<file path="src/rtl/command_sequencer.sv">
// Trace command sequencer: a command FIFO feeding an FSM that issues cache commands or clear/print requests.
// Optional feature macro CMD_STATS_EN adds saturating read/write/fetch/drop counters.
module command_sequencer #(
  parameter int DEPTH    = 8,
  parameter int ADDR_W   = 32,
  parameter int OFFSET_W = 6,
  parameter int INDEX_W  = 14,
  localparam int TAG_W   = ADDR_W - INDEX_W - OFFSET_W
) (
  input  logic                clk,
  input  logic                rst,
  input  logic                cmd_valid_in,
  output logic                cmd_ready_out,
  input  logic [3:0]          cmd_n_in,
  input  logic [ADDR_W-1:0]   cmd_addr_in,
  output logic                issue_valid,
  input  logic                issue_ready,
  output logic [3:0]          issue_n,
  output logic [TAG_W-1:0]    issue_tag,
  output logic [INDEX_W-1:0]  issue_index,
  output logic [OFFSET_W-1:0] issue_offset,
  output logic                clear_req,
  output logic                print_req,
  input  logic                op_done,
`ifdef CMD_STATS_EN
  output logic [31:0]         read_cnt,
  output logic [31:0]         write_cnt,
  output logic [31:0]         fetch_cnt,
  output logic [31:0]         drop_cnt,
`endif
  output logic                busy
);

  localparam int PTR_W = $clog2(DEPTH);

  typedef enum logic [1:0] {
    S_IDLE  = 2'd0,
    S_ISSUE = 2'd1,
    S_CLEAR = 2'd2,
    S_PRINT = 2'd3
  } state_t;

  state_t r_state;
  state_t w_next_state;

  logic [3:0]        r_mem_n    [DEPTH];
  logic [ADDR_W-1:0] r_mem_addr [DEPTH];
  logic [PTR_W-1:0]  r_wr_ptr;
  logic [PTR_W-1:0]  r_rd_ptr;
  logic [PTR_W:0]    r_count;

  logic [3:0]          r_issue_n;
  logic [TAG_W-1:0]    r_issue_tag;
  logic [INDEX_W-1:0]  r_issue_index;
  logic [OFFSET_W-1:0] r_issue_offset;

  logic              w_full;
  logic              w_empty;
  logic              w_push;
  logic              w_pop;
  logic              w_drop;
  logic              w_load_issue;
  logic              w_handshake;
  logic [3:0]        w_head_n;
  logic [ADDR_W-1:0] w_head_addr;

  assign w_full      = (r_count == (PTR_W+1)'(DEPTH));
  assign w_empty     = (r_count == '0);
  assign w_push      = cmd_valid_in && !w_full;
  assign w_head_n    = r_mem_n[r_rd_ptr];
  assign w_head_addr = r_mem_addr[r_rd_ptr];
  assign w_handshake = (r_state == S_ISSUE) && issue_ready;

  assign cmd_ready_out = !w_full;
  assign issue_valid   = (r_state == S_ISSUE);
  assign clear_req     = (r_state == S_CLEAR);
  assign print_req     = (r_state == S_PRINT);
  assign busy          = !w_empty || (r_state != S_IDLE);
  assign issue_n       = r_issue_n;
  assign issue_tag     = r_issue_tag;
  assign issue_index   = r_issue_index;
  assign issue_offset  = r_issue_offset;

  always_ff @(posedge clk) begin
    if (rst) r_state <= S_IDLE;
    else     r_state <= w_next_state;
  end

  // The head entry stays in the FIFO until its command completes; unknown codes are popped straight from IDLE.
  always_comb begin
    w_next_state = r_state;
    w_pop        = 1'b0;
    w_drop       = 1'b0;
    w_load_issue = 1'b0;
    case (r_state)
      S_IDLE: begin
        if (!w_empty) begin
          if (w_head_n <= 4'd4) begin
            w_next_state = S_ISSUE;
            w_load_issue = 1'b1;
          end else if (w_head_n == 4'd8) begin
            w_next_state = S_CLEAR;
          end else if (w_head_n == 4'd9) begin
            w_next_state = S_PRINT;
          end else begin
            w_pop  = 1'b1;
            w_drop = 1'b1;
          end
        end
      end
      S_ISSUE: begin
        if (issue_ready) begin
          w_pop        = 1'b1;
          w_next_state = S_IDLE;
        end
      end
      S_CLEAR, S_PRINT: begin
        if (op_done) begin
          w_pop        = 1'b1;
          w_next_state = S_IDLE;
        end
      end
      default: w_next_state = S_IDLE;
    endcase
  end

  always_ff @(posedge clk) begin
    if (!rst && w_push) begin
      r_mem_n[r_wr_ptr]    <= cmd_n_in;
      r_mem_addr[r_wr_ptr] <= cmd_addr_in;
    end
  end

  always_ff @(posedge clk) begin
    if (rst) begin
      r_wr_ptr <= '0;
      r_rd_ptr <= '0;
      r_count  <= '0;
    end else begin
      if (w_push) r_wr_ptr <= r_wr_ptr + 1'b1;
      if (w_pop)  r_rd_ptr <= r_rd_ptr + 1'b1;
      case ({w_push, w_pop})
        2'b10:   r_count <= r_count + 1'b1;
        2'b01:   r_count <= r_count - 1'b1;
        default: r_count <= r_count;
      endcase
    end
  end

  always_ff @(posedge clk) begin
    if (rst) begin
      r_issue_n      <= '0;
      r_issue_tag    <= '0;
      r_issue_index  <= '0;
      r_issue_offset <= '0;
    end else if (w_load_issue) begin
      r_issue_n      <= w_head_n;
      r_issue_tag    <= w_head_addr[ADDR_W-1 -: TAG_W];
      r_issue_index  <= w_head_addr[OFFSET_W +: INDEX_W];
      r_issue_offset <= w_head_addr[OFFSET_W-1:0];
    end
  end

`ifdef CMD_STATS_EN
  logic [31:0] r_read_cnt;
  logic [31:0] r_write_cnt;
  logic [31:0] r_fetch_cnt;
  logic [31:0] r_drop_cnt;

  assign read_cnt  = r_read_cnt;
  assign write_cnt = r_write_cnt;
  assign fetch_cnt = r_fetch_cnt;
  assign drop_cnt  = r_drop_cnt;

  // Counters stick at all-ones rather than wrapping.
  always_ff @(posedge clk) begin
    if (rst) begin
      r_read_cnt  <= '0;
      r_write_cnt <= '0;
      r_fetch_cnt <= '0;
      r_drop_cnt  <= '0;
    end else begin
      if (w_handshake && r_issue_n == 4'd0 && r_read_cnt != '1)  r_read_cnt  <= r_read_cnt + 32'd1;
      if (w_handshake && r_issue_n == 4'd1 && r_write_cnt != '1) r_write_cnt <= r_write_cnt + 32'd1;
      if (w_handshake && r_issue_n == 4'd2 && r_fetch_cnt != '1) r_fetch_cnt <= r_fetch_cnt + 32'd1;
      if (w_drop && r_drop_cnt != '1)                            r_drop_cnt  <= r_drop_cnt + 32'd1;
    end
  end
`endif

endmodule

</file>
<file path="config.mk">
export PLATFORM = sky130hd
export DESIGN_NAME = command_sequencer
export DESIGN_NICKNAME = d
export VERILOG_FILES = /design/src/rtl/command_sequencer.sv
export SDC_FILE = /design/constraint.sdc
export NUM_CORES = 1
export LEC_CHECK = 0
export ABC_CLOCK_PERIOD_IN_PS = 13300
export CAP_MARGIN = 20
export CORE_AREA = 2 2 206 107
export CTS_CLUSTER_DIAMETER = 200
export DETAILED_ROUTE_END_ITERATION = 10
export DIE_AREA = 0 0 208 109
export PLACE_DENSITY = 0.83
export SETUP_SLACK_MARGIN = 0.2
export SLEW_MARGIN = 10
export SYNTH_ARGS = -nofsm -noshare
export SYNTH_HDL_FRONTEND = slang
export SYNTH_SLANG_ARGS = --single-unit
export TNS_END_PERCENT = 10
</file>
<file path="constraint.sdc">
create_clock -name clk -period 13.3 [get_ports clk]
set_input_delay 1.995 -clock clk [delete_from_list [all_inputs] [get_ports clk]]
set_output_delay 1.995 -clock clk [all_outputs]
set_load 0.05 [all_outputs]
</file>
Word level (Yosys, flattened, before mapping) --
Memory sizes are Yosys's and may differ from the RTL's. A register that Yosys moved wholly into a read port is not among the register bits. Cells that the tools add are included.
Cells by class: add/subtract/negate cells 4, reductions and logical operators 12, muxes and demuxes 22, equality and inequality tests 12, magnitude comparators 1
Operator list (number):
- $eq A4 B4 Y1 const B | 3
- $mux W2 | 6
- $mux W1 | 11
- $pmux W4 S2 | 1
- $add A3 B1 Y3 const B | 2
- $eq A2 B2 Y1 const B | 3
- $mux W3 | 2
- $pmux W2 S3 | 1
- $add A4 B1 Y4 const B | 1
- $eq A2 B1 Y1 const B | 2
- $le A4 B3 Y1 const B | 1
- $logic_not A4 Y1 | 1
- $ne A2 B2 Y1 const B | 2
- $ne A4 B4 Y1 const B | 1
- $reduce_and A4 Y1 | 1
- $reduce_bool A2 Y1 | 2
- $sub A4 B1 Y4 const B | 1
- $logic_not A1 Y1 | 3
- $pmux W1 S3 | 1
- $logic_and A1 B1 Y1 | 2
- $logic_not A2 Y1 | 1
- $ne A2 B1 Y1 const B | 1
- $reduce_or A2 Y1 | 1
- $logic_or A1 B1 Y1 | 1
Storage, ports and cells: bits in writable memories 288, output and inout port bits 41, register bits after elaboration 16, input bits 41, memories kept 2, logic and storage cells 58
Memory list:
- r_mem_addr | depth 8, width 32, rd ports 1, clocked after Yosys merged registers in 1, write ports 1, line 47 | logic [ADDR_W-1:0] r_mem_addr [DEPTH];
- r_mem_n | depth 8, width 4, rd ports 1, clocked after Yosys merged registers in 1, write ports 1, line 46 | logic [3:0] r_mem_n [DEPTH];

Longest topological paths before layout --
depth after elaboration 8, gate-level depth with buffers 12, depth with buffers taken out 11

Least setup slack after synthesis --
Ideal clock, no wire load.
kind input-to-reg, from in rst, to mem r_mem_addr[0][0], enable pin, required time 12768 ps, path buffers 1, library setup time 532 ps, stages 3, path slack 6705 ps, arrival time 6063 ps, path through clkbuf_1 > nor2_1 > nor4b_1
Between the ends: cells in the longest elaborated chain, start to end 4
RTL lines:
- start, declared | line 11 | input logic rst,
- $logic_not A1 Y1 | line 128 | if (!rst && w_push) begin
- $logic_and A1 B1 Y1 | line 128
- $mux W1 | line 128
- $mux W1 (implied by the code) | line 130 | r_mem_addr[r_wr_ptr] <= cmd_addr_in;
- end, declared | line 47
Every way passes these cells.

Final worst setup path --
from reg r_count[0], to out busy
Between the ends: cells in the longest elaborated chain, start to end 3
RTL lines:
- start, declared | line 50 | logic [PTR_W:0] r_count;
- start signal, assigned | line 143 | 2'b10: r_count <= r_count + 1'b1;
- start signal, assigned | line 144 | 2'b01: r_count <= r_count - 1'b1;
- start signal, assigned | line 145 | default: r_count <= r_count;
- $logic_not A4 Y1 | line 68 | assign w_empty = (r_count == '0);
- $logic_not A1 Y1
- $logic_or A1 B1 Y1 | line 78 | assign busy = !w_empty || (r_state != S_IDLE);
- end, declared | line 31 | output logic busy
Every way passes these cells.

==> results.sh <==
export IMPL_synth_top_family_by_area="multiplexers"
export IMPL_crit_fanout=7
export IMPL_post_cts_buffers=0
export IMPL_cts_num_sinks=339
export IMPL_cts_root_buffer="clkbuf_16"
export IMPL_multiInputGateArea_sq_um=3103
export IMPL_synth_xor_area_share_pct=0.3398
export IMPL_htreeDepth=1
export IMPL_cp_cell_sequence="or4_1 -> nand2b_1 -> clkdlybuf4s50_1"
export IMPL_finalHoldViolations=0
export IMPL_ys_seq_elements=339
export IMPL_fillers=1272
export IMPL_instances_no_fill=1035
export IMPL_start_util_pct=61.32
export IMPL_synth_edf_count=288
export IMPL_ys_async_sr_fraction_pct=0
export IMPL_fmax_ghz=0.2287
export IMPL_yosys_warnings=0
export IMPL_slew_headroom_pct=29.40
export IMPL_cp_start_kind="flip-flop"
export IMPL_drt_antenna_violating_nets=0
export IMPL_slew_viol_final=0
export IMPL_cp_arrival_ns=2.38
export IMPL_skew_ns=0.01551
export IMPL_post_route_period_util_pct=32.88
export IMPL_synth_nets=688
export IMPL_die_x_microns=208
export IMPL_place_congestion=0.8533
export IMPL_pin_count=82
export IMPL_globalRoute_totalOverflow=0
export IMPL_p_int_mw=2.018
export IMPL_ys_seq_area_share_pct=75.03
export IMPL_antenna_found_initial=0
export IMPL_yosys_area_top_type="edfxtp_1"
export IMPL_synthCells=642
export IMPL_status="finished clean"
export IMPL_met1_length_microns=11480
export IMPL_synthDistinctLibCells=42
export IMPL_hpwl_microns=14490
export IMPL_cts_hold_repair_buffers=0
export IMPL_min_period_ns=4.373
export IMPL_maxUsedRoutingLayer="met4"
export IMPL_drt_wirelength_per_cell_microns=24.80
export IMPL_cts_resized=0
export IMPL_grt_max_degree=66
export IMPL_rows=38
export IMPL_dpl_cell_count=979
export IMPL_areaGrowthSynthToFinish_pct=16.05
export IMPL_sw_frac_of_total_pct=31.89
export IMPL_cts_tree="built"
export IMPL_yosys_area_share_adder_pct=0.4854
export IMPL_setup_tns_ns=0
export IMPL_first_iter_violations=667
export IMPL_synthSimpleGateAreaFrac_pct=2.689
export IMPL_port_buffers=81
export IMPL_dr_pass1_iters=5
export IMPL_crit_required_ns=11.31
export IMPL_clkTransAtPathRegs_ns=0.06
export IMPL_cp_num_buf_inv=1
export IMPL_num_nets_final=778
export IMPL_slowest_delay_ns=0.70
export IMPL_crit_path_top_delay_cell="clkdlybuf4s50_1"
export IMPL_syn_avg_cell_area_sq_um=20.07
export IMPL_core_area_sq_um=21020
export IMPL_p_leak_nw=4.594
export IMPL_netlist_area_sq_um=12890
export IMPL_die_height_microns=109
export IMPL_synth_top_area_share_pct=67.11
export IMPL_p_seq_share_pct=44.1
export IMPL_clock_power_share_pct=27.0
export IMPL_grt_pass1_wl_microns=39520
export IMPL_power_switching_mw=0.9448
export IMPL_die_area_sq_um=22670
export IMPL_vdd_drop_max_mv=0.1289
export IMPL_vias=6535
export IMPL_wl_met3_microns=1962
export IMPL_rsz0062_at_grt="no"
export IMPL_max_slew_worst_pin_slew_ns=1.056
export IMPL_seq_area_sq_um=9676
export IMPL_drc_errors=0
export IMPL_end_kind="primary output"
export IMPL_clock_latency_ns=0.56
export IMPL_layout_common_cells="edfxtp_1 (288), clkdlybuf4s50_1 (80), mux4_2 (72), dfxtp_1 (48), a21oi_1 (41)"
export IMPL_critPathKind="reg2out"
export IMPL_cp_top_family="simple AND/OR/NAND/NOR gates"
export IMPL_grt_pass1_vias=6577
export IMPL_cts_buffers=29
export IMPL_p_per_area_nw_per_um2=198.1
export IMPL_drive_above_1_share_pct=20.00
export IMPL_ys_top_cells_by_area="edfxtp_1 (67%), mux4_2 (13%), dfxtp_1 (7.9%)"
export IMPL_gr_usage_all_layers_pct=23.64
export IMPL_clock_path_buffers=3
export IMPL_ys_flop_type="edfxtp_1"
export IMPL_synth_mux_area_share_pct=16.03
export IMPL_cap_violations=0
export IMPL_synth_compound_area_share_pct=4.068
export IMPL_holdCritPathClass="reg2reg"
export IMPL_antenna_cells=0
export IMPL_final_common_cell="edfxtp_1"
export IMPL_routed_via_density=6.314
export IMPL_wl_microns=25670
export IMPL_comb_power_share_pct=28.9
export IMPL_met2_length_microns=11840
export IMPL_setup_violations=0
## per-stage QoR
| stage | hold WS (ns) | total power [mW] | setup slack (ns) | util [%] | instance area, sq um |
|---|---|---|---|---|---|
| 2_1_floorplan | 0.4662 | 1.930 | 6.705 | - | 12890 |
| 3_3_place_gp | 0.4630 | 2.148 | 8.673 | 66.77 | 14030 |
| 3_5_place_dp | 0.4773 | 2.176 | 8.462 | 66.77 | 14030 |
| 4_1_cts | 0.4863 | 2.971 | 8.906 | 71.03 | 14930 |
| 5_1_grt | 0.4917 | 3.091 | 8.805 | 71.17 | 14960 |
| 6_report | 0.4802 | 2.963 | 8.927 | 71.17 | 14960 |
## path summary, 6_finish.rpt
kind,start,endpoint,slack [ns],cells after the start
hold / removal,issue_n[3]$_SDFFE_PP0P_,issue_n[3]$_SDFFE_PP0P_,0.48,1
setup / recovery,r_count[0]$_SDFFE_PP0P_,busy,8.93,3
setup reg to reg,flip-flop,r_count[3]$_SDFFE_PP0P_,9.75,10
hold reg to reg,issue_n[3]$_SDFFE_PP0P_,issue_n[3]$_SDFFE_PP0P_,0.48,1
## sequential cells by signal, summed over array words and instances, names as in the netlist, named ones only
signal,cells
r_wr_ptr,3
issue_n,4
issue_index,14
r_count,4
r_mem_addr,256
r_mem_n,32
r_rd_ptr,3
issue_offset,6
issue_tag,12
r_state,2
## cell usage after synthesis, types with 4 or more instances
cell and instances:
ha_1 5, mux2_2 4, mux4_2 72, nand2_1 7
nor2b_1 4, xor2_1 5, mux2i_1 35, nor3_1 10
buf_2 11, edfxtp_1 288, dfxtp_1 51, nor2_1 13
a211oi_1 32, clkbuf_1 18, nand2b_1 4, a21oi_1 41
## power by group through the flow
stage / clock network, mW / logic (mW) / registers, mW
5_1_grt: 0.857 / 0.915 / 1.32
3_5_place_dp: 0 / 0.847 / 1.33
2_1_floorplan: 0 / 0.464 / 1.47
3_3_place_gp: 0 / 0.825 / 1.32
4_1_cts: 0.811 / 0.853 / 1.31
6_report: 0.799 / 0.857 / 1.31
## area by class of cell
class                   instances  share of cell area, %
inverters                       2                0.05020
flip-flops and latches        339                  64.70
clock inverters                17                 0.8031
well taps                     280                  2.343
clock buffers                  37                  5.187
repair buffers                 95                  6.174
multi-input cells             265                  20.75
## metal layers
layer	vias up	track usage, %
met3	40	3.831
met1	3381	36.84
met2	293	36.14
met4	0	5.015
met5	-	0
li1	2821	-
## logic make-up after synthesis
group	after synthesis
flip-flops	339
multiplexers	115
AO/OA/AOI/OAI	81
AND/OR/NAND/NOR	59
buffers and inverters	38
XOR/XNOR	5
adder cells (fa/ha/maj)	5
No activity file was read; power rests on OpenSTA's default activity.
